==> src/rtl/smem_scan_ctrl.sv <==
// Search-memory load and scan controller. It streams WIN*WIN pixels into the
// search memory, then walks every BLK x BLK candidate issuing one row-read beat per handshake.
module smem_scan_ctrl #(
    parameter int WIN = 31,
    parameter int BLK = 16,
    parameter int AW  = 10
) (
    input  logic                   clk_i,
    input  logic                   rst_i,
    input  logic                   start_i,
    input  logic                   skip_load_i,
    input  logic                   abort_i,
    input  logic                   ld_valid_i,
    input  logic [7:0]             ld_data_i,
    output logic                   ld_ready_o,
    output logic                   we_o,
    output logic [AW-1:0]          waddr_o,
    output logic [7:0]             wdata_o,
    output logic [BLK-1:0][AW-1:0] raddr_o,
    output logic                   rd_valid_o,
    input  logic                   rd_ready_i,
    output logic [4:0]             cand_x_o,
    output logic [4:0]             cand_y_o,
    output logic [4:0]             row_o,
    output logic                   last_row_o,
    output logic                   last_cand_o,
    output logic                   busy_o,
    output logic                   done_o
);

    localparam logic [1:0] IDLE = 2'd0;
    localparam logic [1:0] LOAD = 2'd1;
    localparam logic [1:0] SCAN = 2'd2;
    localparam logic [1:0] DONE = 2'd3;

    localparam logic [AW-1:0] LAST_LD  = AW'(WIN * WIN - 1);
    localparam logic [4:0]    LAST_POS = 5'(WIN - BLK);
    localparam logic [4:0]    LAST_ROW = 5'(BLK - 1);

    logic [1:0]    state;
    logic [AW-1:0] ld_cnt;
    logic [4:0]    row;
    logic [4:0]    cand_x;
    logic [4:0]    cand_y;

    logic          in_load;
    logic          in_scan;
    logic          is_last_row;
    logic          is_last_cand;
    logic [AW-1:0] line;
    logic [AW-1:0] base;

    always_ff @(posedge clk_i) begin
        if (rst_i || abort_i) begin
            state  <= IDLE;
            ld_cnt <= '0;
            row    <= '0;
            cand_x <= '0;
            cand_y <= '0;
        end else begin
            case (state)
                IDLE: begin
                    ld_cnt <= '0;
                    row    <= '0;
                    cand_x <= '0;
                    cand_y <= '0;
                    if (start_i)
                        state <= skip_load_i ? SCAN : LOAD;
                end
                LOAD: begin
                    if (ld_valid_i) begin
                        if (ld_cnt == LAST_LD) begin
                            ld_cnt <= '0;
                            state  <= SCAN;
                        end else begin
                            ld_cnt <= ld_cnt + 1'b1;
                        end
                    end
                end
                SCAN: begin
                    // Row fastest, then cand_x, then cand_y; only an accepted beat advances.
                    if (rd_ready_i) begin
                        if (is_last_row) begin
                            row <= '0;
                            if (cand_x == LAST_POS) begin
                                cand_x <= '0;
                                if (cand_y == LAST_POS) begin
                                    cand_y <= '0;
                                    state  <= DONE;
                                end else begin
                                    cand_y <= cand_y + 1'b1;
                                end
                            end else begin
                                cand_x <= cand_x + 1'b1;
                            end
                        end else begin
                            row <= row + 1'b1;
                        end
                    end
                end
                default: state <= IDLE;
            endcase
        end
    end

    always_comb begin
        in_load      = (state == LOAD);
        in_scan      = (state == SCAN);
        is_last_row  = (row == LAST_ROW);
        is_last_cand = (cand_x == LAST_POS) && (cand_y == LAST_POS);
        line         = AW'(cand_y) + AW'(row);
        base         = line * AW'(WIN) + AW'(cand_x);

        ld_ready_o  = in_load;
        we_o        = in_load & ld_valid_i;
        waddr_o     = in_load ? ld_cnt : '0;
        wdata_o     = in_load ? ld_data_i : '0;

        // Outputs are gated by state so that IDLE (and therefore reset) drives all zeros.
        rd_valid_o  = in_scan;
        cand_x_o    = in_scan ? cand_x : '0;
        cand_y_o    = in_scan ? cand_y : '0;
        row_o       = in_scan ? row : '0;
        last_row_o  = in_scan & is_last_row;
        last_cand_o = in_scan & is_last_cand;
        for (int i = 0; i < BLK; i++)
            raddr_o[i] = in_scan ? base + AW'(i) : '0;

        busy_o = (state != IDLE);
        done_o = (state == DONE);
    end

endmodule

==> config.mk <==
export PLATFORM = sky130hd
export DESIGN_NAME = smem_scan_ctrl
export DESIGN_NICKNAME = d
export VERILOG_FILES = /design/src/rtl/smem_scan_ctrl.sv
export SDC_FILE = /design/constraint.sdc
export NUM_CORES = 1
export LEC_CHECK = 0
export ABC_AREA = 1
export CELL_PAD_IN_SITES_DETAIL_PLACEMENT = 1
export CELL_PAD_IN_SITES_GLOBAL_PLACEMENT = 1
export CORE_MARGIN = 2
export CORE_UTILIZATION = 26
export DETAILED_ROUTE_END_ITERATION = 6
export PLACE_DENSITY_LB_ADDON = 0.2
export SLEW_MARGIN = 25
export SYNTH_ARGS = -nofsm -noshare
export SYNTH_HDL_FRONTEND = slang
export SYNTH_SLANG_ARGS = --single-unit
==> constraint.sdc <==
create_clock -name clk_i -period 6.01 [get_ports clk_i]
set_input_delay 1.202 -clock clk_i [delete_from_list [all_inputs] [get_ports clk_i]]
set_output_delay 1.202 -clock clk_i [all_outputs]
set_load 0.02 [all_outputs]
==> impl_metrics.py, run 1 <==
metrics = {
    "finish": {
        "final_cell_area_sq_um": 10300,
        "final_util": 0.507,
        "area_growth_pct": 90.7,
        "diodes": 0,
        "nets": 1341,
        "multi_input_area_sq_um": 4980,
        "num-fill-cells": 2550,
        "drive_gt1_frac": 0.415,
        "regArea_sq_um": 543,
    },
    "power_and_ir_drop": {
        "finalPower_mw": 1.15,
        "vdd.ir_drop.worst_uv": 101,
        "pwr_density_cell_nw_per_um2": 112,
        "p_leak_nw": 5.25,
    },
    "sta": {
        "worst_slew_pin_slew_ns": 0.830,
        "finalSetupViolations": 78,
        "post-route-period-util": 1.05,
        "period_needed_ns": 6.32,
        "drv_slew": 0,
        "finalHoldViolCount": 0,
        "slew_headroom": 0.447,
        "fin_ws_ns": -0.312,
        "rsz0062_at_grt": "true",
        "clock_skew_ns": 0.00266,
        "hold_ws_ns": 0.510,
        "fmax_ghz": 0.158,
        "tns_ns": -11.94,
    },
    "global_route": {
        "grt_pass1_wl_um": 37400,
        "grt_max_degree": 50,
        "track_usage": 0.205,
        "grt_pass1_vias": 7274,
        "antenna_found_initial": 0,
        "gr-total-overflow": 0,
    },
    "die": {
        "dieHeight_um": 148,
        "row_count": 52,
        "die_w_um": 148,
        "io_pins": 215,
        "dieArea_sq_um": 21900,
        "start_util": 0.266,
        "core-area_sq_um": 20300,
    },
    "synth": {
        "synthCells": 953,
        "ys_warn_count": 0,
        "synth.most_common_cell": "nand2_1",
        "syn_avg_cell_area_sq_um": 5.66,
        "synth_async_sr_flop_share": 0,
        "yosysTopAreaCellShare": 0.141,
        "synth_fp_nets": 1032,
        "syn-cell-area_sq_um": 5390,
        "synth.area.top_cells": "nand2_1 (14%), inv_1 (12%), ha_1 (12%), dfxtp_1 (10%), nor2_1 (7.6%)",
        "synthTopCellsByCount": "nand2_1 (202), inv_1 (178), nor2_1 (109), a21oi_1 (78), o21ai_0 (64)",
        "synth_ff_type": "dfxtp_1",
        "ys_seq_area_frac": 0.100,
        "synth_edf_count": 0,
        "synth_seq_cells": 27,
        "yosysTopAreaCell": "nand2_1",
        "ys_types": 40,
    },
    "setup_path": {
        "path_max_fanout": 6,
        "critPathKind": "flip-flop to primary output",
        "critPathCaptureType": "primary output",
        "worstSetupStartpointType": "flip-flop",
        "required_ns": 4.81,
        "worstPathArrival_ns": 5.12,
    },
    "routing": {
        "viasPerCell": 4.83,
        "via_count": 7391,
        "firstDrtPassIters": 4,
        "drtIter0Drc": 227,
        "drc": 0,
        "ant_nets": 0,
        "wire_per_inst_um": 17.3,
        "wirelength_um": 26600,
    },
    "min_path": {
        "hold_class": "flip-flop to flip-flop",
    },
    "job": {
        "cap_violations": 0,
    },
    "clock_tree": {
        "clk_latency_ns": 0.26,
        "ctsHoldBuffers": 0,
        "clock_path_buffers": 2,
        "clk_pin_slew_worst_paths_ns": 0.07,
        "cts_tree": "yes",
        "cts_buffers": 3,
        "cts.sinks": 27,
        "cts-root-buf": "clkbuf_16",
        "cts_htree_levels": 1,
    },
    "placement": {
        "gp_congestion": 0.897,
        "dpl_cell_area_sq_um": 8540,
        "io_buffers": 214,
        "place_hpwl_um": 18100,
    },
    "status": {
        "outcome": "finished, violations left",
        "violations": "negative setup slack",
    },
}
[layout make-up]
type                    count  area share
multi-input cells         667       0.484
repair buffers            374       0.346
inverters                 188      0.0746
flip-flops and latches     27      0.0528
well taps                 270      0.0329
clock buffers               3     0.00730
repair inverters            1     0.00110
clock inverters             1    0.000487
[worst max-delay path, stage by stage, from the launching register on]
cell      delay (ns)
dfxtp_2         0.34
ha_4            0.16
fa_2            0.37
a21oi_2         0.16
o21bai_1        0.09
xor2_1          0.22
buf_4           0.15
buf_6           0.10
inv_4           0.04
ha_4            0.25
inv_2           0.04
fa_1            0.54
inv_2           0.04
fa_1            0.51
inv_2           0.05
ha_4            0.32
buf_4           0.16
inv_1           0.10
nand3_4         0.11
nand2_4         0.10
buf_4           0.16
nor2_4          0.17
nand2_1         0.13
a21oi_1         0.17
o21ai_0         0.13
inv_1           0.08
buf_4           0.15
[logic make-up after synthesis]
group	count (synthesis)	share of synthesized area
and+or+nand+nor	417	0.329
buffers and inverters	259	0.212
AOI/OAI and AO/OA	170	0.168
adders and majority gates	64	0.165
DFF	27	0.100
xor gates and xnor gates	16	0.0260
[state kept, by name, indices dropped and copies added (netlist names)]
name	count
cand_x	5
ld_cnt	10
cand_y	5
state	2
row	5
[through the flow]
step | setup slack [ns] | instances
6_report | -0.312 | 1531
2_1_floorplan | -0.0623 | 953
3_5_place_dp | -0.596 | 1489
3_3_place_gp | -0.461 | 1489
4_1_cts | -0.163 | 1507
5_1_grt | -0.560 | 1531
[per-layer routing]
metal	routed length, um	vias to the layer above	GRT usage	part of all wire
met4	856	0	0.0248	0.032
met1	10900	3507	0.261	0.41
met5	0	-	0	0
met2	13500	249	0.382	0.51
li1	-	3577	-	-
met3	1310	58	0.0247	0.049
[what timing repair did]
item,CTS,global route
hold endpoints to repair,0,0
gates resized for setup,582,323
endpoints found under the setup margin,109,107
cloned,2,5
pin swaps,36,73
buffers inserted,12,26
[cell usage in the layout, fill, tap and decap left out, drive strengths merged, types with 11 or more instances in the layout]
| cell type | n |
|---|---|
| nor3 | 29 |
| xor2 | 12 |
| clkbuf | 12 |
| nor2 | 114 |
| nand3 | 41 |
| inv | 184 |
| nand4 | 12 |
| fa | 12 |
| clkdlybuf4s50 | 103 |
| dlymetal6s2s | 11 |
| buf | 247 |
| a21oi | 78 |
| ha | 52 |
| dfxtp | 27 |
| o21ai | 67 |
| nand2 | 212 |
[final timing paths]
kind / start / end / slack (ns) / cells past startpoint
worst max-delay path: cand_y[0]$_SDFFE_PP0P_ / raddr_o[126] / -0.31 / 26
worst min-delay path: ld_cnt[9]$_SDFFE_PP0P_ / ld_cnt[9]$_SDFFE_PP0P_ / 0.51 / 2
worst max register to register: state[1]$_SDFFE_PP0P_ / ld_cnt[9]$_SDFFE_PP0P_ / 3.45 / 9
worst min register to register: ld_cnt[9]$_SDFFE_PP0P_ / ld_cnt[9]$_SDFFE_PP0P_ / 0.51 / 2
[report_power, final]
| group | internal, mW | switching (mW) | total [mW] |
|---|---|---|---|
| clock | 0.0899 | 0.0653 | 0.155 |
| sequential | 0.184 | 0.00588 | 0.190 |
| combinational | 0.304 | 0.504 | 0.808 |
| total | 0.577 | 0.575 | 1.15 |
Power figures use the tool's default switching activity.
==> run 2, diff against run 1 <==
--- a/config.mk
+++ b/config.mk
@@ -12,6 +12,7 @@
 export CORE_UTILIZATION = 26
 export DETAILED_ROUTE_END_ITERATION = 6
 export PLACE_DENSITY_LB_ADDON = 0.2
+export SETUP_SLACK_MARGIN = 0.4
 export SLEW_MARGIN = 25
 export SYNTH_ARGS = -nofsm -noshare
 export SYNTH_HDL_FRONTEND = slang
==> run 2 against run 1 <==
- utilization grew 7.6 points
- worst hold slack is essentially flat
- register-to-register slack lost 0.56 ns
- first-iteration DRC count grew 44%
- final cell count grew 3.4%
- the flow still finishes with violations (negative setup slack)
- total power grew 16%
- final area grew 15%
- sequential cell count is the same
- clock-buffer cell count is the same
- via count grew 9.8%
==> impl_metrics.py, run 2 (synthesized netlist as in run 1, its figures left out) <==
metrics = {
    "clock_tree": {
        "cts_tree": "yes",
        "cts_htree_levels": 1,
        "ctsHoldBuffers": 0,
        "cts_buffers": 3,
        "cts-root-buf": "clkbuf_16",
        "clock_path_buffers": 2,
        "clk_pin_slew_worst_paths_ns": 0.08,
        "clk_latency_ns": 0.28,
        "cts.sinks": 27,
    },
    "sta": {
        "tns_ns": -22.67,
        "drv_slew": 0,
        "fin_ws_ns": -0.448,
        "worst_slew_pin_slew_ns": 1.27,
        "rsz0062_at_grt": "true",
        "clock_skew_ns": 0.0118,
        "post-route-period-util": 1.07,
        "slew_headroom": 0.155,
        "period_needed_ns": 6.46,
        "fmax_ghz": 0.155,
        "hold_ws_ns": 0.510,
        "finalSetupViolations": 90,
        "finalHoldViolCount": 0,
    },
    "finish": {
        "num-fill-cells": 2388,
        "top_register": "ld_cnt",
        "regArea_sq_um": 546,
        "final_cell_mix": "buf_4 (151), buf_6 (140), inv_1 (131)",
        "drive_gt1_frac": 0.528,
        "final_cell_area_sq_um": 11800,
        "multi_input_area_sq_um": 5740,
        "diodes": 0,
        "final_common_cell": "buf_4",
        "largest_reg_flops": 10,
        "area_growth_pct": 119,
        "nets": 1393,
    },
    "setup_path": {
        "crit_top_cell": "ha_4",
        "worstSetupStartpointType": "flip-flop",
        "rrSetupSlack_ns": 2.89,
        "worstPathArrival_ns": 5.26,
        "critPathKind": "flip-flop to primary output",
        "r2r_cells": 10,
        "regToRegStartpoint": "state[0]$_SDFFE_PP0P_",
        "slowest_delay_ns": 0.51,
        "path_max_fanout": 7,
        "reg2reg_to": "cand_y[3]$_SDFFE_PP0P_",
        "critPathSlowestCell": "fa_1",
        "critPathCaptureType": "primary output",
        "required_ns": 4.81,
    },
    "die": {
        "row_count": 52,
        "dieArea_sq_um": 21900,
        "die_w_um": 148,
        "core-area_sq_um": 20300,
        "io_pins": 215,
        "dieHeight_um": 148,
        "start_util": 0.266,
    },
    "routing": {
        "wire_per_inst_um": 22.0,
        "drtIter0Drc": 328,
        "ant_nets": 0,
        "viasPerCell": 5.13,
        "drc": 0,
        "wirelength_um": 34900,
        "firstDrtPassIters": 4,
        "via_count": 8119,
    },
    "global_route": {
        "gr-total-overflow": 0,
        "antenna_found_initial": 0,
        "grt_pass1_wl_um": 41300,
        "grt_pass1_vias": 7847,
        "track_usage": 0.233,
        "grt_max_degree": 71,
    },
    "status": {
        "violations": "negative setup slack",
        "outcome": "finished, violations left",
    },
    "min_path": {
        "holdCritStartpoint": "row[4]$_SDFFE_PP0P_",
        "hold_class": "flip-flop to flip-flop",
        "min_to": "row[4]$_SDFFE_PP0P_",
        "hold_depth": 2,
    },
    "placement": {
        "io_buffers": 214,
        "pre_cts_slack_ns": -0.388,
        "dpl_cell_area_sq_um": 9110,
        "gp_congestion": 0.815,
        "place_hpwl_um": 18700,
    },
    "power_and_ir_drop": {
        "p_leak_nw": 5.79,
        "finalPower_mw": 1.33,
        "vdd.ir_drop.worst_uv": 112,
        "pwr_density_cell_nw_per_um2": 113,
    },
    "job": {
        "cap_violations": 0,
    },
}
## run 2: cell types whose count changed in the layout (fill, tap and decap cells not counted), sizes merged
cell / delta
buf: +71
clkbuf: -5
clkdlybuf4s15: -2
clkdlybuf4s50: -14
clkinvlp: +2
dlygate4sd2: +1
inv: -1
## run 2: worst max-delay path: cells and delay by family (launching register included)
kind	cells	cell delay, ns
and+or+nand+nor	6	0.81
AOI/OAI and AO/OA	3	0.29
adders and majority gates	6	2.12
buffers and inverters	8	0.95
xor gates and xnor gates	2	0.44
DFF	1	0.35
## run 2: how the worst max path moves through the flow
stage / from / end / slack (ns) / cells after the start
detailed placement: cand_y[0]$_SDFFE_PP0P_ / raddr_o[96] / -0.39 / 24
floorplan: cand_y[0]$_SDFFE_PP0P_ / raddr_o[159] / 0.22 / 25
CTS: cand_y[0]$_SDFFE_PP0P_ / raddr_o[19] / -0.05 / 26
finish: cand_y[0]$_SDFFE_PP0P_ / raddr_o[58] / -0.45 / 25
global route: cand_y[0]$_SDFFE_PP0P_ / raddr_o[58] / -0.55 / 25
global placement: cand_y[0]$_SDFFE_PP0P_ / raddr_o[98] / -0.24 / 24
## run 2: final cells by class
cell class,count,area share
inverters,188,0.0660
well taps,270,0.0286
flip-flops and latches,27,0.0461
repair buffers,425,0.365
clock inverters,1,0.000741
multi-input cells,667,0.485
clock buffers,3,0.00635
repair inverters,2,0.00201
## run 2: per-layer routing
layer	vias up	routed length (um)	track usage
met2	332	18100	0.432
met4	0	2470	0.105
li1	3685	-	-
met1	3963	12700	0.266
met5	-	0	0
met3	139	1590	0.0281
## run 2: what timing repair did
action,CTS,global route
resized for setup,806,309
cloned,5,3
buffers inserted,37,44
endpoints found under the setup margin,124,117
pin swaps,85,72
## run 2: where the power goes
group / switching (mW) / internal, mW / leakage (nW)
clock: 0.0721 / 0.0924 / 0.0415
combinational: 0.612 / 0.368 / 5.53
sequential: 0.00642 / 0.184 / 0.219
total: 0.690 / 0.645 / 5.79
## run 2: metrics by stage
stage	util	instances
6_report	0.582	1583
5_1_grt	0.582	1583
4_1_cts	0.509	1536
3_5_place_dp	0.449	1490
3_3_place_gp	0.449	1490
2_1_floorplan	-	953
==> run 3, diff against run 2 <==
--- a/config.mk
+++ b/config.mk
@@ -8,9 +8,11 @@
 export ABC_AREA = 1
 export CELL_PAD_IN_SITES_DETAIL_PLACEMENT = 1
 export CELL_PAD_IN_SITES_GLOBAL_PLACEMENT = 1
+export CORE_ASPECT_RATIO = 1.1
 export CORE_MARGIN = 2
 export CORE_UTILIZATION = 26
 export DETAILED_ROUTE_END_ITERATION = 6
+export MAX_ROUTING_LAYER = met4
 export PLACE_DENSITY_LB_ADDON = 0.2
 export SETUP_SLACK_MARGIN = 0.4
 export SLEW_MARGIN = 25
==> run 3 against run 2 <==
- the flow still finishes with violations (negative setup slack)
- total power decreased by 5.2%
- clock power decreased by 2%
- final cell count shrank 1.8%
- combinational power decreased by 6.7%
- global-route usage decreased by 0.46 points
- final area decreased by 6.8%
- largest cell class unchanged
==> impl_metrics.py, run 3 (synthesized netlist as in run 1, its figures left out) <==
metrics = {
    "clock_tree": {
        "clk_pin_slew_worst_paths_ns": 0.07,
        "clock_path_buffers": 2,
        "cts_buffers": 3,
        "cts_tree": "yes",
        "ctsHoldBuffers": 0,
        "cts-root-buf": "clkbuf_16",
        "clk_latency_ns": 0.27,
        "cts.sinks": 27,
        "cts_htree_levels": 1,
    },
    "power_and_ir_drop": {
        "finalPower_mw": 1.27,
        "combinationalPowerShare": 0.722,
        "pwr_density_cell_nw_per_um2": 115,
        "switching_share": 0.507,
        "p_leak_nw": 5.36,
        "pwr-share-seq": 0.150,
        "power.internal_mw": 0.624,
        "vdd.ir_drop.worst_uv": 128,
        "power_switching_mw": 0.642,
        "clock_power_share": 0.127,
    },
    "placement": {
        "gp_congestion": 0.857,
        "place_hpwl_um": 18400,
        "io_buffers": 214,
        "dp.cells": 1485,
    },
    "routing": {
        "drtIter0Drc": 239,
        "via_count": 7870,
        "ant_nets": 0,
        "drc": 0,
        "viasPerCell": 5.06,
        "wirelength_um": 30000,
        "firstDrtPassIters": 4,
        "wire_per_inst_um": 19.3,
    },
    "finish": {
        "top_register": "ld_cnt",
        "final_cell_mix": "buf_4 (188), nand2_1 (137), inv_1 (136)",
        "final_common_cell": "buf_4",
        "diodes": 0,
        "regArea_sq_um": 546,
        "largest_reg_flops": 10,
        "num-fill-cells": 2481,
        "drive_gt1_frac": 0.491,
        "nets": 1378,
        "final_util": 0.539,
        "final_cells": 1554,
        "multi_input_area_sq_um": 5280,
        "area_growth_pct": 104,
    },
    "die": {
        "dieArea_sq_um": 21900,
        "io_pins": 215,
        "die_w_um": 141,
        "start_util": 0.264,
        "core-area_sq_um": 20400,
        "dieHeight_um": 155,
        "row_count": 55,
    },
    "setup_path": {
        "required_ns": 4.81,
        "critPathKind": "flip-flop to primary output",
        "worstSetupStartpointType": "flip-flop",
        "path_max_fanout": 6,
        "worstPathArrival_ns": 5.12,
        "critPathCaptureType": "primary output",
        "r2r_cells": 10,
    },
    "sta": {
        "slew_headroom": 0.225,
        "finalSetupViolations": 85,
        "worst_slew_pin_slew_ns": 1.16,
        "clock_skew_ns": 0.00300,
        "drv_slew": 0,
        "tns_ns": -13.21,
        "period_needed_ns": 6.32,
        "fmax_ghz": 0.158,
        "rsz0062_at_grt": "true",
        "fin_ws_ns": -0.314,
        "finalHoldViolCount": 0,
        "post-route-period-util": 1.05,
    },
    "job": {
        "cap_violations": 0,
    },
    "global_route": {
        "grt_pass1_wl_um": 39700,
        "track_usage": 0.229,
        "gr-total-overflow": 0,
        "grt_pass1_vias": 7733,
        "antenna_found_initial": 0,
        "grt_max_degree": 71,
    },
    "status": {
        "violations": "negative setup slack",
        "outcome": "finished, violations left",
    },
    "min_path": {
        "hold_class": "flip-flop to flip-flop",
        "hold_depth": 2,
    },
}
-- run 3: critical path: stages (launching register included) --
cell	delay [ns]
dfxtp_4	0.35
ha_4	0.16
fa_2	0.37
buf_4	0.16
xor2_4	0.15
buf_4	0.16
fa_1	0.50
fa_1	0.52
inv_1	0.06
fa_1	0.51
inv_2	0.05
ha_4	0.27
nand2_2	0.09
inv_2	0.05
nand2_2	0.07
nand2_2	0.08
buf_6	0.12
nand2_4	0.06
nand2_4	0.06
nor2_4	0.24
buf_12	0.18
nand2_2	0.07
nor2_4	0.13
nand2_1	0.07
nand2_1	0.10
inv_2	0.05
nor2_4	0.08
buf_6	0.12
-- run 3: through the flow --
stage / setup WS (ns) / hold slack (ns) / cell area, sq um
global route: -0.552 / 0.530 / 11000
detailed placement: -0.432 / 0.489 / 9180
global placement: -0.346 / 0.489 / 9180
CTS: -0.113 / 0.501 / 10000
floorplan: 0.218 / 0.454 / 6100
finish: -0.314 / 0.505 / 11000
-- run 3: power groups by stage --
stage	logic (mW)	clock network [mW]	registers, mW
2_1_floorplan	0.475	0	0.194
3_3_place_gp	0.731	0	0.194
3_5_place_dp	0.741	0	0.194
4_1_cts	0.799	0.164	0.190
5_1_grt	0.975	0.170	0.191
6_report	0.914	0.161	0.190
-- run 3: final cells by class --
type / count / share of cell area
repair inverters: 1 / 0.00148
flip-flops and latches: 27 / 0.0495
inverters: 188 / 0.0690
well taps: 256 / 0.0291
clock buffers: 4 / 0.00716
multi-input cells: 667 / 0.479
repair buffers: 411 / 0.364
-- run 3: per-layer routing --
metal	track usage	vias up	wire [um]
met2	0.407	306	15600
met5	-	-	0
met1	0.262	3815	11800
met4	0.0929	0	1240
met3	0.0240	102	1270
li1	-	3647	-
-- run 3: what timing repair did --
action | in CTS | in global routing
setup buffers | 32 | 26
gates cloned | 5 | 2
pin swaps | 64 | 70
resized for setup | 682 | 281
endpoints found under the setup margin | 112 | 120
-- run 3: final timing paths --
kind / to / slack [ns] / from
min: row[4]$_SDFFE_PP0P_ / 0.50 / row[4]$_SDFFE_PP0P_
max reg2reg: cand_y[3]$_SDFFE_PP0P_ / 2.94 / state[0]$_SDFFE_PP0P_
max: raddr_o[79] / -0.31 / cand_y[0]$_SDFFE_PP0P_
min reg2reg: row[4]$_SDFFE_PP0P_ / 0.50 / row[4]$_SDFFE_PP0P_
